### src/rtl/trit_pair_encoder.sv
// trit_pair_encoder
// Turns an unsigned binary value into a codeword of base-3 digits, one digit per
// clock, by repeated constant divide-by-3. Each aligned bit pair holds one digit
// coded 00/01/10, so 11 never appears on m_data. Words leave over a valid/ready
// stream; a new value is taken only once the previous word has been handed off.
module trit_pair_encoder #(
    parameter int DATA_W    = 6,
    parameter int NUM_TRITS = 4
) (
    input  logic                   clk,
    input  logic                   rst_n,
    input  logic                   s_valid,
    output logic                   s_ready,
    input  logic [DATA_W-1:0]      s_data,
    output logic                   m_valid,
    input  logic                   m_ready,
    output logic [2*NUM_TRITS-1:0] m_data,
    output logic                   busy
);

    localparam int CNT_W = (NUM_TRITS > 1) ? $clog2(NUM_TRITS) : 1;
    localparam logic [CNT_W-1:0]  LAST_CNT = CNT_W'(NUM_TRITS - 1);
    localparam logic [DATA_W-1:0] THREE    = DATA_W'(3);
    localparam longint            CODE_SPAN = longint'(3) ** NUM_TRITS;
    localparam longint            DATA_SPAN = longint'(1) << DATA_W;

    // Every binary input must fit in the available digits.
    if (DATA_SPAN > CODE_SPAN) begin : g_width_check
        $error("trit_pair_encoder: 2**DATA_W exceeds 3**NUM_TRITS");
    end

    typedef enum logic [1:0] {
        ST_IDLE = 2'd0,
        ST_CONV = 2'd1,
        ST_OUT  = 2'd2
    } state_t;

    state_t                   state_q, state_d;
    logic [DATA_W-1:0]        q_q, q_d;
    logic [CNT_W-1:0]         cnt_q, cnt_d;
    logic [2*NUM_TRITS-1:0]   m_data_q, m_data_d;
    logic                     s_ready_q, s_ready_d;
    logic                     m_valid_q, m_valid_d;
    logic                     busy_q, busy_d;

    logic [DATA_W-1:0]        q_div;
    logic [DATA_W-1:0]        q_rem;
    logic [1:0]               trit_code;
    logic [2*NUM_TRITS-1:0]   conv_data;

    // Constant divide by 3 of the running quotient and its remainder digit.
    always_comb begin
        q_div     = q_q / THREE;
        q_rem     = q_q % THREE;
        trit_code = 2'b00;
        if (q_rem == DATA_W'(1)) begin
            trit_code = 2'b01;
        end else if (q_rem == DATA_W'(2)) begin
            trit_code = 2'b10;
        end
    end

    // Only the digit slot selected by cnt takes the new code; the others hold.
    for (genvar gi = 0; gi < NUM_TRITS; gi++) begin : g_slot
        assign conv_data[2*gi +: 2] = (cnt_q == CNT_W'(gi)) ? trit_code
                                                              : m_data_q[2*gi +: 2];
    end

    // Next-state logic; handshake outputs are decoded from the next state so
    // they come straight out of flops and never see m_ready combinationally.
    always_comb begin
        state_d  = state_q;
        q_d      = q_q;
        cnt_d    = cnt_q;
        m_data_d = m_data_q;
        case (state_q)
            ST_IDLE: begin
                if (s_valid) begin
                    q_d      = s_data;
                    cnt_d    = '0;
                    m_data_d = '0;
                    state_d  = ST_CONV;
                end
            end
            ST_CONV: begin
                m_data_d = conv_data;
                q_d      = q_div;
                cnt_d    = cnt_q + 1'b1;
                if (cnt_q == LAST_CNT) begin
                    state_d = ST_OUT;
                end
            end
            ST_OUT: begin
                if (m_ready) begin
                    state_d = ST_IDLE;
                end
            end
            default: begin
                state_d = ST_IDLE;
            end
        endcase
        s_ready_d = (state_d == ST_IDLE);
        m_valid_d = (state_d == ST_OUT);
        busy_d    = (state_d != ST_IDLE);
    end

    // State and output registers; reset abandons any word in flight.
    always_ff @(posedge clk or negedge rst_n) begin
        if (!rst_n) begin
            state_q   <= ST_IDLE;
            q_q       <= '0;
            cnt_q     <= '0;
            m_data_q  <= '0;
            s_ready_q <= 1'b1;
            m_valid_q <= 1'b0;
            busy_q    <= 1'b0;
        end else begin
            state_q   <= state_d;
            q_q       <= q_d;
            cnt_q     <= cnt_d;
            m_data_q  <= m_data_d;
            s_ready_q <= s_ready_d;
            m_valid_q <= m_valid_d;
            busy_q    <= busy_d;
        end
    end

    // A quotient left over after the last digit means the input did not fit.
    always_ff @(posedge clk) begin
        if (rst_n && state_q == ST_CONV && cnt_q == LAST_CNT) begin
            assert (q_div == '0);
        end
    end

    assign s_ready = s_ready_q;
    assign m_valid = m_valid_q;
    assign m_data  = m_data_q;
    assign busy    = busy_q;

endmodule
### config.mk
export PLATFORM = sky130hd
export DESIGN_NAME = trit_pair_encoder
export DESIGN_NICKNAME = d
export VERILOG_FILES = /design/src/rtl/trit_pair_encoder.sv
export SDC_FILE = /design/constraint.sdc
export NUM_CORES = 1
export LEC_CHECK = 0
export CELL_PAD_IN_SITES_DETAIL_PLACEMENT = 1
export CELL_PAD_IN_SITES_GLOBAL_PLACEMENT = 1
export CORE_MARGIN = 5
export CORE_UTILIZATION = 38
export CTS_CLUSTER_DIAMETER = 100
export DETAILED_ROUTE_END_ITERATION = 10
export PLACE_DENSITY_LB_ADDON = 0.15
export SYNTH_ARGS = -nofsm -noshare
export SYNTH_HDL_FRONTEND = slang
export SYNTH_SLANG_ARGS = --single-unit
### constraint.sdc
create_clock -name clk -period 3.6 [get_ports clk]
set_input_delay 0.72 -clock clk [delete_from_list [all_inputs] [get_ports clk]]
set_output_delay 0.72 -clock clk [all_outputs]
set_load 0.1 [all_outputs]
==> run summary, run 1 <==
The flow ran to the end, and the final reports show no timing, DRC or antenna violations. The number of cells produced by synthesis came out at 212. In this run the remaining antenna-violating nets after routing total 0.

The cell depth of the worst hold path is 2. The average instance in the mapped netlist occupies slightly above 8 µm². Setup repair after global routing left no endpoint under its margin.

The number of DRC markers after the initial detailed-route iteration is 101. The total routing usage reported by global routing is 0.177. The DRC violations left is 0. The synthesized netlist net count is between 200 and 250. The data required time of the critical path came out at between 3 and 4 ns.

Traced cell by cell, the critical path runs through buf_4 > nor3b_4 > nor3_4 > nor2_1 > ha_1 > buf_4 > nor3b_1 > o21ai_0 > o2111ai_1 > a2111oi_4 > buf_4 > nor2_1 > a31oi_2 > o31ai_1. Setup violations remaining at the end of the flow were counted as 0. The maximum operating frequency is around 300 MHz. In the synthesized netlist the dominant register cell turns out to be sky130_fd_sc_hd__dfrtp_1. The worst clock skew is roughly 0.0040 ns. The last weighted congestion value of the routability-driven placer came out at 0.922.

The buffer depth of the longest clock path is 2. The count of TritonRoute iterations in the first routing pass came out at 4. The via count of the first global-routing pass came to between 1500 and 2000. The number of endpoints with negative hold slack in the final report came out at 0. The post-synthesis cell area came out at 0.00175 mm².

The slew of the pin with the lowest slew margin came out at between 0.9 and 1 ns. The worst-path maximum fanout is 9. The smallest setup slack after layout came out at 0.293 ns.

STA classifies the critical path endpoint as a flip-flop. The total overflow reported by the global router is 0. The average via count per standard cell is between 6 and 7. The number of buffers inserted by port buffering is 20. CTS placed an instance of sky130_fd_sc_hd__clkbuf_8 at the clock tree root.

The path type of the worst setup path is reg -> reg. The maximum level of the CTS H-tree is 1. The logic depth of the worst setup path including buffers came out at 14. The clock net sink count came out at 21. The clock period minus final worst setup slack came out at ~3.3 ns. The met1 capacity usage during global routing is 0.222. The clock transition at the register clock pins on the worst setup and hold paths after CTS is about 0.08 ns. The worst-skew pair later-pin latency came out at around 0.26 ns. The global-route wire length before repair came out at around 8800 µm. The number of clock buffers inserted by TritonCTS came out at 3. In this run the worst hold path is classified as reg -> reg. The total wirelength of the detailed-routed design is about 5200 µm.

The global routing usage on met2 came out at 0.299. In this run the vertical extent of the chip is between 70 and 80 µm. The post-route setup TNS is 0 ns. For this run, the slowest stage of the critical path takes about 0.48 ns. The kind of cell with the highest combined delay along the critical path is compound AO/OA/AOI/OAI gates.

Measured along the x axis, the die boundary spans 77.9 µm. The number of inserted filler cells in the final layout is ~520. The initial antenna violation count was 0. The post-layout net count came out at around 250.

The proportion of synthesized flip-flops having asynchronous set or reset came out at 1.00. In this run the tightest slew margin relative to its limit is 0.345. The post-placement worst setup slack came out at 0.157 ns.

TritonCTS built the clock tree. The count of flip-flops with a built-in enable after synthesis came out at 0. The number of warnings reported in the yosys synthesis log came out at 0. The synthesis-to-layout area growth is 22.1%. The length in cells of the worst reg-to-reg path is 14. The starting density of the core came out at 0.397. The part of the cycle the worst path needs came out at 0.919. The region available for standard cell placement spans 0.00441 mm². The number of pins exceeding their max-slew limit in the final report is 0.

The detailed-placement wirelength estimate came out at between 4000 and 5000 µm. The total of flip-flops plus latches after synthesis is 21. The largest net degree at the start of global routing is 22. The fraction of final layout cells with drive strength greater than 1 is 0.136.

Max-cap violations in this run came to 0. The standard-cell row count came out at 24. The cell type of the slowest stage on the worst timing path is sky130_fd_sc_hd__dfrtp_1. In this design, the critical path's most frequently occurring cell is sky130_fd_sc_hd__buf_4.

The diode insertion count for antenna repair came out at 0. The sequential-to-total area share from yosys stat came out at 0.300. In the global route stage, met3 resource usage came out at 0.0174. met2 is the most crowded layer. The overall die area came out at between 0.006 and 0.007 mm². The category of the worst setup path launch point is a flip-flop.

The detail-routed net length per standard cell came out at 18.0 µm. The final hold slack is a little under 0.5 ns. The arrival time of data at the critical path endpoint is 3.45 ns.

The vias after detailed routing is between 1500 and 2000. The worst path buffer plus inverter count came out at 3. The top-level I/O count came out at 21.

The number of distinct library cell variants in the gate-level netlist after synthesis came out at 58.
layout make-up:
cell class | count | area [µm²] | share of cell area
clock buffer | 4 | 45.0 | 0.0210
multi-input combinational | 166 | 1160 | 0.542
sequential | 21 | 527 | 0.246
inverter | 10 | 37.5 | 0.0175
tap | 52 | 65.1 | 0.0304
timing repair buffer | 34 | 305 | 0.143
repair_timing:
| item | 4_1_cts | 5_1_grt |
|---|---|---|
| buffers inserted | 0 | 0 |
| endpoints found under the setup margin | 0 | 8 |
| gates resized for setup | 0 | 6 |
| hold buffers | 0 | 0 |
synth_stat cells, types with 3 or more instances:
cell type / instances / area share
sky130_fd_sc_hd__a211oi_1: 3 / 0.013
sky130_fd_sc_hd__a21o_1: 3 / 0.013
sky130_fd_sc_hd__a21oi_1: 8 / 0.023
sky130_fd_sc_hd__a2bb2oi_1: 3 / 0.015
sky130_fd_sc_hd__and3b_1: 4 / 0.020
sky130_fd_sc_hd__clkbuf_1: 10 / 0.021
sky130_fd_sc_hd__dfrtp_1: 20 / 0.29
sky130_fd_sc_hd__ha_1: 6 / 0.043
sky130_fd_sc_hd__inv_1: 9 / 0.019
sky130_fd_sc_hd__nand2_1: 31 / 0.066
sky130_fd_sc_hd__nand2b_1: 6 / 0.021
sky130_fd_sc_hd__nor2_1: 12 / 0.026
sky130_fd_sc_hd__nor3_1: 4 / 0.011
sky130_fd_sc_hd__nor3b_1: 3 / 0.013
sky130_fd_sc_hd__o211ai_1: 5 / 0.021
sky130_fd_sc_hd__o21ai_0: 15 / 0.043
sky130_fd_sc_hd__o22ai_1: 6 / 0.021
sky130_fd_sc_hd__o31ai_1: 6 / 0.026
sky130_fd_sc_hd__xnor2_1: 3 / 0.015
worst register-to-register path, delay by kind of cell, from the launching register on:
kind            cells  cell delay (ns)
compound gates      5             1.20
fa+ha+maj           1             0.26
buf+inv             3             0.60
flops               1             0.48
simple gates        5             0.64
stage by stage:
stage	instance area (µm²)	cells	util
global route	2140	287	0.485
detailed placement	2050	283	0.465
finish	2140	287	0.485
floorplan	1750	212	-
CTS	2100	287	0.475
global placement	2050	283	0.465
cells by family (layout without fill, tap and decap cells):
logic type,after synthesis,after routing,share of synthesized area
XOR/XNOR,5,5,0.0250
adder cells (fa/ha/maj),6,6,0.0428
multiplexers,3,3,0.0178
flip-flops,21,21,0.301
AND/OR/NAND/NOR,82,82,0.266
AO/OA/AOI/OAI,70,70,0.287
buffers and inverters,25,48,0.0614
metal layers:
metal | part of all wire | vias to the layer above | routed length [µm]
met4 | 0.036 | 0 | 187
met5 | 0 | - | 0
met2 | 0.49 | 28 | 2520
li1 | - | 830 | -
met3 | 0.019 | 14 | 96
met1 | 0.46 | 858 | 2360
layout by cell type, fill, tap and decap left out, types with 2 or more instances in the layout:
cell type | Yosys | layout
sky130_fd_sc_hd__o22ai_1 | 6 | 6
sky130_fd_sc_hd__and4b_1 | 2 | 2
sky130_fd_sc_hd__inv_1 | 9 | 9
sky130_fd_sc_hd__a21o_1 | 3 | 3
sky130_fd_sc_hd__nand3b_1 | 2 | 2
sky130_fd_sc_hd__a2111oi_0 | 2 | 2
sky130_fd_sc_hd__o31a_1 | 2 | 2
sky130_fd_sc_hd__clkdlybuf4s50_1 | 0 | 20
sky130_fd_sc_hd__nor2b_1 | 2 | 2
sky130_fd_sc_hd__a221oi_1 | 2 | 2
sky130_fd_sc_hd__clkbuf_8 | 0 | 3
sky130_fd_sc_hd__o22a_1 | 2 | 2
sky130_fd_sc_hd__xor2_1 | 2 | 2
sky130_fd_sc_hd__buf_4 | 1 | 14
sky130_fd_sc_hd__nor3_1 | 4 | 4
sky130_fd_sc_hd__o221ai_1 | 2 | 2
sky130_fd_sc_hd__or2b_1 | 2 | 2
sky130_fd_sc_hd__a211oi_1 | 3 | 2
sky130_fd_sc_hd__xnor2_1 | 3 | 3
sky130_fd_sc_hd__o21ai_0 | 15 | 15
sky130_fd_sc_hd__a21oi_1 | 8 | 8
sky130_fd_sc_hd__dfrtp_1 | 20 | 20
sky130_fd_sc_hd__o31ai_1 | 6 | 6
sky130_fd_sc_hd__or3b_2 | 2 | 2
sky130_fd_sc_hd__and3b_1 | 4 | 4
sky130_fd_sc_hd__nand2b_1 | 6 | 6
sky130_fd_sc_hd__nand2_1 | 31 | 31
sky130_fd_sc_hd__o211ai_1 | 5 | 5
sky130_fd_sc_hd__ha_1 | 6 | 6
sky130_fd_sc_hd__nor3b_1 | 3 | 3
sky130_fd_sc_hd__nor2_1 | 12 | 12
sky130_fd_sc_hd__a2bb2oi_1 | 3 | 3
sky130_fd_sc_hd__or2_2 | 2 | 2
sky130_fd_sc_hd__and2_1 | 2 | 2
flip-flops by register name (all words and copies together), names as in the netlist:
signal and flops:
busy 1, q_q 6, cnt_q 2, s_ready 1, state_q 2, m_valid 1, m_data 8
worst paths after layout:
kind / from / end / slack, ns
worst max-delay path: q_q[2]$_DFFE_PN0P_ / m_data[7]$_DFFE_PN0P_ / 0.29
worst min-delay path: m_data[6]$_DFFE_PN0P_ / m_data[6]$_DFFE_PN0P_ / 0.48
worst max register to register: q_q[2]$_DFFE_PN0P_ / m_data[7]$_DFFE_PN0P_ / 0.29
worst min register to register: m_data[6]$_DFFE_PN0P_ / m_data[6]$_DFFE_PN0P_ / 0.48
max in group asynchronous: rst_n / m_data[7]$_DFFE_PN0P_ / 2.01
min in group asynchronous: rst_n / busy$_DFF_PN0_ / 1.00
Power of run 1 is left out: the tool's default activity adds up to more than one toggle a clock period on the data nets, which glitch-free logic cannot reach.
==> inputs of run 2 (changes only) <==
- CORE_MARGIN: 5 -> 2
==> run 2 against run 1 <==
Net effect: worst hold slack better by 0.011 ns; critical path type unchanged; clock-buffer cell count decreased by 1; cell count is 1.0% lower; utilization shrank 0.40 points; register-to-register slack lost 0.03 ns; non-clock buffer count fell by 3.
==> run summary, run 2 (synthesized netlist as in run 1, its figures left out) <==
The number of DRC markers after the initial detailed-route iteration is 74. The core area came out at around 0.0044 mm². The die covers 0.00517 mm². The average via count per standard cell came out at around 6. The number of instances in the placed design is around 280. The height of the chip is between 70 and 80 µm. The maximum level of the CTS H-tree is 1. The die width is around 72 µm. The worst relative slew slack came out at 0.339. The worst clock skew came out at approximately 0.0046 ns. For this run, the detailed router's first-pass iteration total came to 4. The synthesis-to-layout area growth came out at 21.1%. The worst-path maximum fanout is 8. The vias after detailed routing came out at between 1500 and 2000. The total routing usage reported by global routing is 0.217. The antenna violation net count after detailed routing is 0. STA classifies the critical path endpoint as a flip-flop. The run finished with clean final reports. At the end of routability-driven placement, the weighted congestion stood at around 0.87. The part of the cycle the worst path needs is 0.926. Clock latency on the worst-skew pair, taken at its later pin, is ~0.27 ns. Once detailed placement completed, the half-perimeter wirelength came to between 4000 and 5000 µm. The category of the worst setup path launch point is a flip-flop. The number of buffers inserted by port buffering came out at 20. The number of endpoints with negative hold slack in the final report is 0. The final standard cell utilization of the core came out at 0.481. In the final layout, the share of cells above drive strength 1 is 0.142. The TritonCTS clock tree is built. Setup repair after global routing left no endpoint under its margin. In the final routed layout, each cell accounts on average for roughly 19 µm.

The floorplan has 24 rows. The post-layout net count came out at about 250. The total overflow left after global routing is 0.

Setup slack on the worst reg-to-reg path comes out at about 0.27 ns. The total wirelength of the detailed-routed design is between 5000 and 6000 µm. The starting density of the core is 0.397. Hold is met by 0.493 ns.

Derived from the worst setup path, the maximum achievable clock frequency is 300 MHz. The buffer depth of the longest clock path is 2. The clock period minus final worst setup slack came out at roughly 3.3 ns. CTS saw 21 sinks. The total setup violations reported at the end of the flow is 0. The number of clock buffers inserted by TritonCTS came out at 3. The top-level I/O count came out at 21. The tool flagged a number of max-cap violations equal to 0. The number of buffers added to fix hold violations after cts is 0. The area used by multi-input combinational logic came out at ~0.0012 mm². The arrival time of data at the critical path endpoint came out at ~3.5 ns.

STA puts the critical path data required time at between 3 and 4 ns. The worst min-delay path category is reg -> reg. The via count of the first global-routing pass is between 1500 and 2000.

For the pin with the worst max-slew slack, the measured transition is a little under 1 ns. The count of cells in the finished layout, fillers not included, comes to 284. The DRC violations left came out at 0. 0 antenna diodes ended up in the layout.

The worst hold path begins at m_data[0]$_DFFE_PN0P_. The root cell of the clock tree is sky130_fd_sc_hd__clkbuf_8. The initial antenna violation count was 0. The number of inserted filler cells in the final layout is a little over 500.

The library cell used most frequently in the layout, excluding fill and tap cells, is sky130_fd_sc_hd__nand2_1. The sequential cell area in the final layout came out at approximately 530 µm². The clock transition at the register clock pins on the worst setup and hold paths after CTS is ~0.08 ns.

The register with the most flip-flops in the layout has 8 of them. The startpoint identified for the worst register-to-register timing path is q_q[2]$_DFFE_PN0P_. Tracing the worst setup path back leads to its startpoint at q_q[2]$_DFFE_PN0P_. Entering global routing, the biggest net connects 22 pins. The number of pins exceeding their max-slew limit in the final report is 0. The global-route wire length before repair came out at a little under 9000 µm. The worst setup path is of the reg -> reg kind.

The library cells used most frequently in the layout, excluding fill and tap cells, are 31 x sky130_fd_sc_hd__nand2_1, 20 x sky130_fd_sc_hd__clkdlybuf4s50_1, 19 x sky130_fd_sc_hd__dfrtp_1, 15 x sky130_fd_sc_hd__o21ai_0, 12 x sky130_fd_sc_hd__nor2_1.
## run 2: changes by cell type in the layout (fill, tap and decap cells not counted), sizes merged
cell | before | now
clkbuf | 4 | 3
buf | 14 | 11
clkinv | 1 | 2
## run 2: layer usage
metal	vias to the layer above	track usage	part of all wire
met5	-	0	0
met4	0	0.107	0.035
met3	13	0.0181	0.016
met2	28	0.385	0.52
met1	858	0.265	0.43
li1	820	-	-
## run 2: repair_timing
action	CTS	global route
pin swaps	0	1
setup endpoints to repair	6	8
gates resized for setup	1	7
buffers inserted	0	1
## run 2: critical path: stages, from the launching register on
cell and delay, ns:
sky130_fd_sc_hd__dfrtp_1 0.45, sky130_fd_sc_hd__buf_4 0.19, sky130_fd_sc_hd__and3b_1 0.21, sky130_fd_sc_hd__nor3_2 0.27, sky130_fd_sc_hd__nor2_1 0.11, sky130_fd_sc_hd__ha_1 0.38, sky130_fd_sc_hd__or3_1 0.42, sky130_fd_sc_hd__o32a_1 0.33
sky130_fd_sc_hd__a221oi_2 0.38, sky130_fd_sc_hd__nand4b_4 0.21, sky130_fd_sc_hd__o31ai_1 0.28
## run 2: final cells by class
cell class / instances / area share
Tap cell: 52 / 0.0306
Clock buffer: 3 / 0.0194
Inverter: 10 / 0.0177
Timing Repair Buffer: 31 / 0.133
Clock inverter: 1 / 0.00236
Multi-Input combinational cell: 166 / 0.548
Sequential cell: 21 / 0.249
## run 2: path summary, 6_finish.rpt
check	to	cells after the start
max	m_data[7]$_DFFE_PN0P_	10
min	m_data[0]$_DFFE_PN0P_	2
max reg2reg	m_data[7]$_DFFE_PN0P_	10
min reg2reg	m_data[0]$_DFFE_PN0P_	2
max in group asynchronous	q_q[3]$_DFFE_PN0P_	1
min in group asynchronous	m_valid$_DFF_PN0_	1
## run 2: stage by stage
| stage | cell area (µm²) | TNS, ns | setup WS (ns) |
|---|---|---|---|
| 6_report | 2120 | 0 | 0.268 |
| 5_1_grt | 2120 | 0 | 0.0298 |
| 4_1_cts | 2070 | 0 | 0.00829 |
| 3_5_place_dp | 2020 | -0.0660 | -0.0296 |
| 3_3_place_gp | 2020 | 0 | 0.229 |
| 2_1_floorplan | 1750 | 0 | 0.206 |
Power of run 2 is left out for the same reason.
